===== config.mk =====
export PLATFORM = sky130hd
export DESIGN_NAME = lock_code_sender
export DESIGN_NICKNAME = d
export VERILOG_FILES = /design/src/rtl/lock_pkg.sv /design/src/rtl/lock_cycle_counter.sv /design/src/rtl/lock_code_sender.sv
export SDC_FILE = /design/constraint.sdc
export NUM_CORES = 1
export LEC_CHECK = 0
export CORE_ASPECT_RATIO = 0.75
export CORE_MARGIN = 5
export CORE_UTILIZATION = 30
export DETAILED_ROUTE_END_ITERATION = 16
export PLACE_DENSITY = 0.59
export SLEW_MARGIN = 20
export SYNTH_ARGS = -nofsm -noshare
export SYNTH_HDL_FRONTEND = slang
export SYNTH_SLANG_ARGS = --single-unit

===== constraint.sdc =====
create_clock -name clock -period 3.09 [get_ports clock]
set_input_delay 0.4635 -clock clock [delete_from_list [all_inputs] [get_ports clock]]
set_output_delay 0.4635 -clock clock [all_outputs]
set_load 0.01 [all_outputs]

===== src/rtl/lock_pkg.sv =====
// Shared definitions for the combination-lock detector and the code sender:
// FSM state encoding, the programmed code, and default timing constants.
package lock_pkg;

  typedef enum logic [1:0] {
    IDLE     = 2'd0,
    PRESS    = 2'd1,
    GAP      = 2'd2,
    WAIT_ACK = 2'd3
  } lock_state_e;

  localparam int                       LOCK_CODE_LEN   = 5;
  localparam logic [LOCK_CODE_LEN-1:0] LOCK_CODE       = 5'b11010;
  localparam int                       LOCK_GAP_CYCLES = 2;
  localparam int                       LOCK_TIMEOUT    = 4;
  localparam int                       LOCK_MAX_RETRY  = 3;

endpackage


===== src/rtl/lock_cycle_counter.sv =====
// Loadable down-counter; tc flags the last cycle of a loaded interval
// (count == 1), so loading N yields exactly N enabled cycles.
module lock_cycle_counter #(
  parameter int W = 3
) (
  input  logic         clock,
  input  logic         rst,
  input  logic         load,
  input  logic         en,
  input  logic [W-1:0] load_val,
  output logic         tc
);

  logic [W-1:0] count;

  always_ff @(posedge clock) begin
    if (rst) begin
      count <= '0;
    end else if (load) begin
      count <= load_val;
    end else if (en && (count != '0)) begin
      count <= count - 1'b1;
    end
  end

  assign tc = (count == W'(1));

endmodule


===== src/rtl/lock_code_sender.sv =====
// Plays a programmed button code into the combination lock, waits for unlock,
// and retries the whole code a bounded number of times before reporting fail.
//
// Handshake: start is a level request sampled only in IDLE; unlock is sampled
// only in WAIT_ACK; done/fail are single-cycle pulses in the first IDLE cycle,
// during which a new start is already accepted.
module lock_code_sender
  import lock_pkg::*;
#(
  parameter int                  CODE_LEN   = LOCK_CODE_LEN,
  parameter logic [CODE_LEN-1:0] CODE       = LOCK_CODE,
  parameter int                  GAP_CYCLES = LOCK_GAP_CYCLES,
  parameter int                  TIMEOUT    = LOCK_TIMEOUT,
  parameter int                  MAX_RETRY  = LOCK_MAX_RETRY
) (
  input  logic        clock,
  input  logic        rst,
  input  logic        start,
  input  logic        unlock,
  output logic        button_0,
  output logic        button_1,
  output logic        busy,
  output logic        done,
  output logic        fail,
  output lock_state_e state_dbg
);

  localparam int IDX_W   = $clog2(CODE_LEN) + 1;
  localparam int RETRY_W = $clog2(MAX_RETRY + 1) + 1;
  localparam int CNT_MAX = (GAP_CYCLES > TIMEOUT) ? GAP_CYCLES : TIMEOUT;
  localparam int CNT_W   = $clog2(CNT_MAX + 1);

  localparam logic [IDX_W-1:0]   LAST_IDX  = IDX_W'(CODE_LEN - 1);
  localparam logic [RETRY_W-1:0] RETRY_LIM = RETRY_W'(MAX_RETRY);
  localparam logic [CNT_W-1:0]   GAP_LOAD  = CNT_W'(GAP_CYCLES);
  localparam logic [CNT_W-1:0]   TO_LOAD   = CNT_W'(TIMEOUT);
  localparam bit                 NO_GAP    = (GAP_CYCLES == 0);

  lock_state_e        state;
  logic [IDX_W-1:0]   idx;
  logic [RETRY_W-1:0] retry;

  logic             cnt_load;
  logic             cnt_en;
  logic [CNT_W-1:0] cnt_val;
  logic             cnt_tc;
  logic             retry_now;

  // Returns {button_1, button_0} for code bit i.
  function automatic logic [1:0] press_of(input logic [IDX_W-1:0] i);
    logic b;
    b = 1'b0;
    for (int k = 0; k < CODE_LEN; k++) begin
      if (i == IDX_W'(k)) b = CODE[k];
    end
    return {b, ~b};
  endfunction

  // The counter is loaded on the way into GAP or WAIT_ACK; unlock has
  // priority over a timeout landing in the same cycle.
  assign retry_now = (state == WAIT_ACK) && cnt_tc && !unlock && (retry < RETRY_LIM);
  assign cnt_load  = (state == PRESS) || retry_now;
  assign cnt_val   = ((state == PRESS) && (idx == '0)) ? TO_LOAD : GAP_LOAD;
  assign cnt_en    = (state == GAP) || (state == WAIT_ACK);

  lock_cycle_counter #(.W(CNT_W)) u_cnt (
    .clock    (clock),
    .rst      (rst),
    .load     (cnt_load),
    .en       (cnt_en),
    .load_val (cnt_val),
    .tc       (cnt_tc)
  );

  always_ff @(posedge clock) begin
    if (rst) begin
      state    <= IDLE;
      idx      <= '0;
      retry    <= '0;
      button_0 <= 1'b0;
      button_1 <= 1'b0;
      busy     <= 1'b0;
      done     <= 1'b0;
      fail     <= 1'b0;
    end else begin
      button_0 <= 1'b0;
      button_1 <= 1'b0;
      done     <= 1'b0;
      fail     <= 1'b0;
      case (state)
        IDLE: begin
          if (start) begin
            state                <= PRESS;
            idx                  <= LAST_IDX;
            retry                <= '0;
            busy                 <= 1'b1;
            {button_1, button_0} <= press_of(LAST_IDX);
          end
        end
        PRESS: begin
          if (idx != '0) begin
            idx <= idx - 1'b1;
            if (NO_GAP) begin
              state                <= PRESS;
              {button_1, button_0} <= press_of(idx - 1'b1);
            end else begin
              state <= GAP;
            end
          end else begin
            state <= WAIT_ACK;
          end
        end
        GAP: begin
          if (cnt_tc) begin
            state                <= PRESS;
            {button_1, button_0} <= press_of(idx);
          end
        end
        WAIT_ACK: begin
          if (unlock) begin
            state <= IDLE;
            busy  <= 1'b0;
            done  <= 1'b1;
          end else if (cnt_tc) begin
            if (retry < RETRY_LIM) begin
              retry <= retry + 1'b1;
              idx   <= LAST_IDX;
              if (NO_GAP) begin
                state                <= PRESS;
                {button_1, button_0} <= press_of(LAST_IDX);
              end else begin
                state <= GAP;
              end
            end else begin
              state <= IDLE;
              busy  <= 1'b0;
              fail  <= 1'b1;
            end
          end
        end
        default: begin
          state <= IDLE;
          busy  <= 1'b0;
        end
      endcase
    end
  end

  assign state_dbg = state;

endmodule


Word-level counts from Yosys, hierarchy flattened
Index checks and enable logic that the tools add are counted.
{"block": "word_totals", "reg_bits": 17, "in_bits": 4, "out_inout_bits": 7, "word_cells": 93}
{"block": "classes", "addsub": 3, "n_lt_le_gt_ge": 1, "n_eq_ne": 16, "mux": 38, "bitwise": 4, "reduce_logical": 22}
{"operator": "two-way mux 3 bit", "n": 7}
{"operator": "two-way mux 4 bit", "n": 5}
{"operator": "two-way mux 1 bit", "n": 16}
{"operator": "one-hot mux 4 bit (3 select lines)", "n": 1}
{"operator": "two-way mux 2 bit", "n": 5}
{"operator": "== test 4 x 2 -> 1 bit (second input constant)", "n": 2}
{"operator": "inequality test 2 bit (second input constant)", "n": 4}
{"operator": "one-hot mux 2 bit (4 select lines)", "n": 1}
{"operator": "inequality test 3 bit (second input constant)", "n": 2}
{"operator": "one-hot mux 3 bit (2 select lines)", "n": 1}
{"operator": "AND reduction 6 bit", "n": 1}
{"operator": "nonzero test 3 bit", "n": 2}
{"operator": "logical AND 1 bit", "n": 5}
{"operator": "AND reduction 5 bit", "n": 1}
{"operator": "== test 2 bit (second input constant)", "n": 2}
{"operator": "== test 4 x 1 -> 1 bit (second input constant)", "n": 1}
{"operator": "== test 4 x 3 -> 1 bit (second input constant)", "n": 1}
{"operator": "logical NOT 4 bit", "n": 1}
{"operator": "inequality test 2 x 1 -> 1 bit (second input constant)", "n": 2}
{"operator": "inverter 1 bit", "n": 4}
{"operator": "one-hot mux 1 bit (2 select lines)", "n": 2}
{"operator": "AND reduction 4 bit", "n": 1}
{"operator": "nonzero test 2 bit", "n": 2}
{"operator": "nonzero test 4 bit", "n": 1}
{"operator": "other kinds (13)", "n": 14}

Logic depth before layout (Yosys ltp)
{"block": "logic_depth", "word_depth": 10, "ltp_mapped": 7, "depth_no_buf": 6}

Cells and area by module
From an unflattened synthesis, not the netlist that was laid out.
{"block": "hier_totals", "cells_unflattened": 123, "area_unflattened_um2": 1097.3}
{"mod": "lock_code_sender", "n_inst": 1, "cells_per_inst": 98, "area_each_um2": 854.6, "seq_area_each_um2": 280.3}
{"mod": "lock_cycle_counter", "n_inst": 1, "cells_per_inst": 25, "area_each_um2": 242.7, "seq_area_each_um2": 60.1}

Worst setup path after synthesis
OpenSTA, ideal clock, no wires.
{"block": "synth_path", "kind": "flip-flop to flip-flop", "startpoint": "register state[1], in the netlist state_dbg[1]", "endpoint": "register idx[0]", "setup_ns": 0.134, "arrival_time_ns": 1.581, "t_required_ns": 2.956, "setup_slack_ns": 1.376, "path_stages_with_launch": 8, "path_buffers": 1, "synth_period_minus_slack_ns": 1.714, "path_cell_list": "dfxtp_1 inv_1 ha_1 buf_6 and4bb_4 or3_4 o21ai_0 a21oi_1"}
{"block": "synth_via", "elab_chain_len": 3, "elab_cells_between_ends": 11, "cone_classes": "eq/ne: 7; mux: 1; reduce/logical: 3"}
{"element": "from (decl)", "line": "lock_code_sender.sv:39", "source": "lock_state_e state;"}
{"element": "from (signal assigned)", "line": "lock_code_sender.sv:77", "source": "state <= IDLE;"}
{"element": "from (signal assigned)", "line": "lock_code_sender.sv:93", "source": "state <= PRESS;"}
{"element": "from (signal assigned)", "line": "lock_code_sender.sv:104", "source": "state <= PRESS;"}
{"element": "== test 2 x 1 -> 1 bit (tied with other cells)", "line": "lock_code_sender.sv:90", "source": "case (state)"}
{"element": "inequality test 2 x 1 -> 1 bit (no source line) (tied with other cells)"}
{"element": "AND reduction 6 bit (no source line)"}
{"element": "to (signal assigned)", "line": "lock_code_sender.sv:102", "source": "idx <= idx - 1'b1;"}
{"element": "to (decl)", "line": "lock_code_sender.sv:40", "source": "logic [IDX_W-1:0] idx;"}
Parallel ways exist; a longest one is shown, timed or not.
A chain may end at the register's enable or synchronous reset.

Worst setup path in the final report
{"block": "layout_path", "startpoint": "register state[1], in the netlist state_dbg[1]", "endpoint": "register idx[1]"}
Same word-level chain as after synthesis.

==> metrics.txt <==
Synth area leaders=dfxtp_1 31%, ha_1 15%, a21oi_1 4.1%; Power, Total=1.16 mW; cell taking the most area after synthesis=dfxtp_1; first-pass GRT wire length=3950 µm; IO Count=11; Combinational Power Share=0.568; Max clock buf depth=2; final net count=141; sw frac=0.423; Netlist cell types=between 40 and 50; vias in the first global route=838; Ys Warns=0; Sink Count=17; GRT Total Usage=0.0983; share of layout cells above drive strength 1=0.114; PwrDens=slightly above 900 nW/µm²; most numerous cell in the Yosys netlist=dfxtp_1; unrepaired setup endpoints after global routing=no; Clk Latency, worst-skew pair=250 ps; vias per std cell=between 5 and 6; Cell Chain, Critical Path=inv_1 -> ha_1 -> and4bb_4 -> or3_4 -> o21ai_0 -> a21oi_1; HP Class=flop to flop; die height=62.1 µm; Die W=around 79 µm; Syn Area/Cell=about 9.6 µm²; H-tree depth=1; cts repair resizes=0; CTS Hold Buffers Added=0; net switching power=0.491 mW; area grow syn2layout=15.2%; Reg2Reg Launch Point=state_dbg[1]$_SDFFE_PP0P_; drt first-iter violations=33; clock-pin transition on the worst setup and hold timing paths=70 ps; total gr overflow=0; pin count of the biggest net entering global routing=19; IO Port Bufs=10; Async SR Flop Fraction=0; CTS tree=built; Finish-stage setup viols=0; FF-to-FF path depth=6; Die ar.=4940 µm²; Tmin final=1870 ps; Peak supply drop=roughly 310 µV; Peak Freq=534 MHz; initial antenna violation count=0; Post-synth EDFFs=0; kind of end point of the critical path=flop; max-cap viol count=0; post-synthesis cell area=about 1100 µm²; Core Region=3380 µm²; Power Internal=between 0.6 and 0.7 mW; Worst Clk Skew=3.34 ps; crit path to=idx[1]$_SDFFE_PP0P_; synth cell count leaders=17 x dfxtp_1, 13 x ha_1, 9 x a21oi_1, 9 x inv_1, 8 x nor2_1; clock tree root buffer cell=clkbuf_8; worst setup path startpoint=state_dbg[1]$_SDFFE_PP0P_; critical path type=flop to flop; Setup TNS Final=0 ps; postcts setup bufs=0; Seq/Total Area, Yosys=0.313; Flop pwr share=0.290; Slowest cell on crit path=dfxtp_1; Antenna Violating Nets Remaining=0; via count=870; Ant. Diodes=0; Synth Flop Type=dfxtp_1; period utilization=0.606; number of buffers created by CTS=3; Worst Setup Start Kind=flop; Starting Density=0.321; reg-to-reg slack, setup=1220 ps; clock share of power=0.142; Post-Syn Instances=roughly 110; Final Instance Area=roughly 1300 µm²; CP Max Fanout=10; Crit path required time=3190 ps; # DRC=0; Hold Fails Final Rpt=0; Final Max Slew Viols=0; Synth Register Bits=17; Area after DPL=1210 µm²; leakage=0.461 nW; Row Count=18; CP arrival=just under 2000 ps; wire per inst=14.2 µm; slowest cell delay on critical path=420 ps; Syn Nets=130; RR Endpoint=idx[1]$_SDFFE_PP0P_; DR pass1 iterations=4; Placer Congestion=0.873; Rel. slew slack=0.514; dpl hpwl=about 1700 µm; share of the synthesized area in the top cell type=0.313; drt total wl=~2300 µm; outcome=finished, final reports clean; Slew @ Worst Pin=slightly above 700 ps
==> stage by stage <==
| step | util | setup slack (ps) | hold WS, ps | instances |
|---|---|---|---|---|
| after floorplan | - | 1380 | 479 | 113 |
| after global placement | 0.357 | 1200 | 472 | 159 |
| after detailed placement | 0.357 | 1140 | 474 | 159 |
| after CTS | 0.370 | 1220 | 493 | 163 |
| after global routing | 0.370 | 1120 | 510 | 163 |
| final | 0.370 | 1220 | 499 | 163 |
==> area by class of cell <==
class | instances | area, µm²
inverter | 9 | 33.8
timing repair buffer | 10 | 100
fill | 342 | 2130
clock buffer | 4 | 45.0
sequential | 17 | 340
tap | 40 | 50.0
multi-input combinational | 83 | 682
==> metal layers <==
| metal | share of wire | vias up | global-route usage | wire, µm |
|---|---|---|---|---|
| li1 | - | 439 | - | - |
| met4 | 0.0043 | 0 | 0.0150 | 10 |
| met3 | 0.052 | 2 | 0.0360 | 120 |
| met2 | 0.42 | 17 | 0.139 | 975 |
| met5 | 0 | - | 0 | 0 |
| met1 | 0.52 | 412 | 0.144 | 1200 |
==> cells in the final DEF, fill, tap and decap left out, types with 2 or more instances in the layout <==
master,n
a211oi_1,4
a21oi_1,9
a311oi_1,3
a31oi_1,2
clkbuf_8,3
clkdlybuf4s50_1,10
dfxtp_1,17
ha_1,13
inv_1,9
nand2b_1,5
nand4_1,2
nor2_1,8
nor2b_1,2
nor3b_1,2
nor4b_1,2
o21ai_0,5
==> power by group through the flow <==
stage	Combinational (mW)	Sequential [mW]	Clock [mW]
after floorplan	0.505	0.338	0
after global placement	0.642	0.340	0
after detailed placement	0.655	0.340	0
after CTS	0.660	0.336	0.173
after global routing	0.736	0.347	0.180
final	0.659	0.336	0.165
==> registers in the layout, summed over array words and instances, names as in the netlist <==
register and count:
retry 3, button_0 1, state_dbg 2, fail 1, idx 4, u_cnt.count 3
button_1 1, done 1, busy 1
==> worst max-delay path, delay by kind of cell (launching register included) <==
| family | cells | cell delay [ps] |
|---|---|---|
| flip-flops | 1 | 420 |
| AO/OA/AOI/OAI | 2 | 250 |
| adder cells (fa/ha/maj) | 1 | 320 |
| buffers and inverters | 1 | 90 |
| AND/OR/NAND/NOR | 2 | 660 |
==> kinds of logic (layout without fill, tap and decap cells) <==
| logic type | Yosys count | after routing | share of synthesized area |
|---|---|---|---|
| simple gates | 32 | 32 | 0.204 |
| compound gates | 36 | 36 | 0.256 |
| mux | 1 | 1 | 0.0104 |
| flops | 17 | 17 | 0.313 |
| xor+xnor | 1 | 1 | 0.00807 |
| buf+inv | 13 | 23 | 0.0587 |
| fa+ha+maj | 13 | 13 | 0.150 |
==> worst min-delay path by stage <==
| stage | from | end | slack, ps | cells past startpoint |
|---|---|---|---|---|
| 6_report | busy$_SDFFE_PP0P_ | busy$_SDFFE_PP0P_ | 500 | 2 |
| 5_1_grt | busy$_SDFFE_PP0P_ | busy$_SDFFE_PP0P_ | 510 | 2 |
| 4_1_cts | busy$_SDFFE_PP0P_ | busy$_SDFFE_PP0P_ | 490 | 2 |
| 3_5_place_dp | busy$_SDFFE_PP0P_ | busy$_SDFFE_PP0P_ | 470 | 2 |
| 3_3_place_gp | busy$_SDFFE_PP0P_ | busy$_SDFFE_PP0P_ | 470 | 2 |
| 2_1_floorplan | retry[1]$_SDFFE_PP0P_ | retry[1]$_SDFFE_PP0P_ | 480 | 2 |
(Power assumes the default switching activity.)
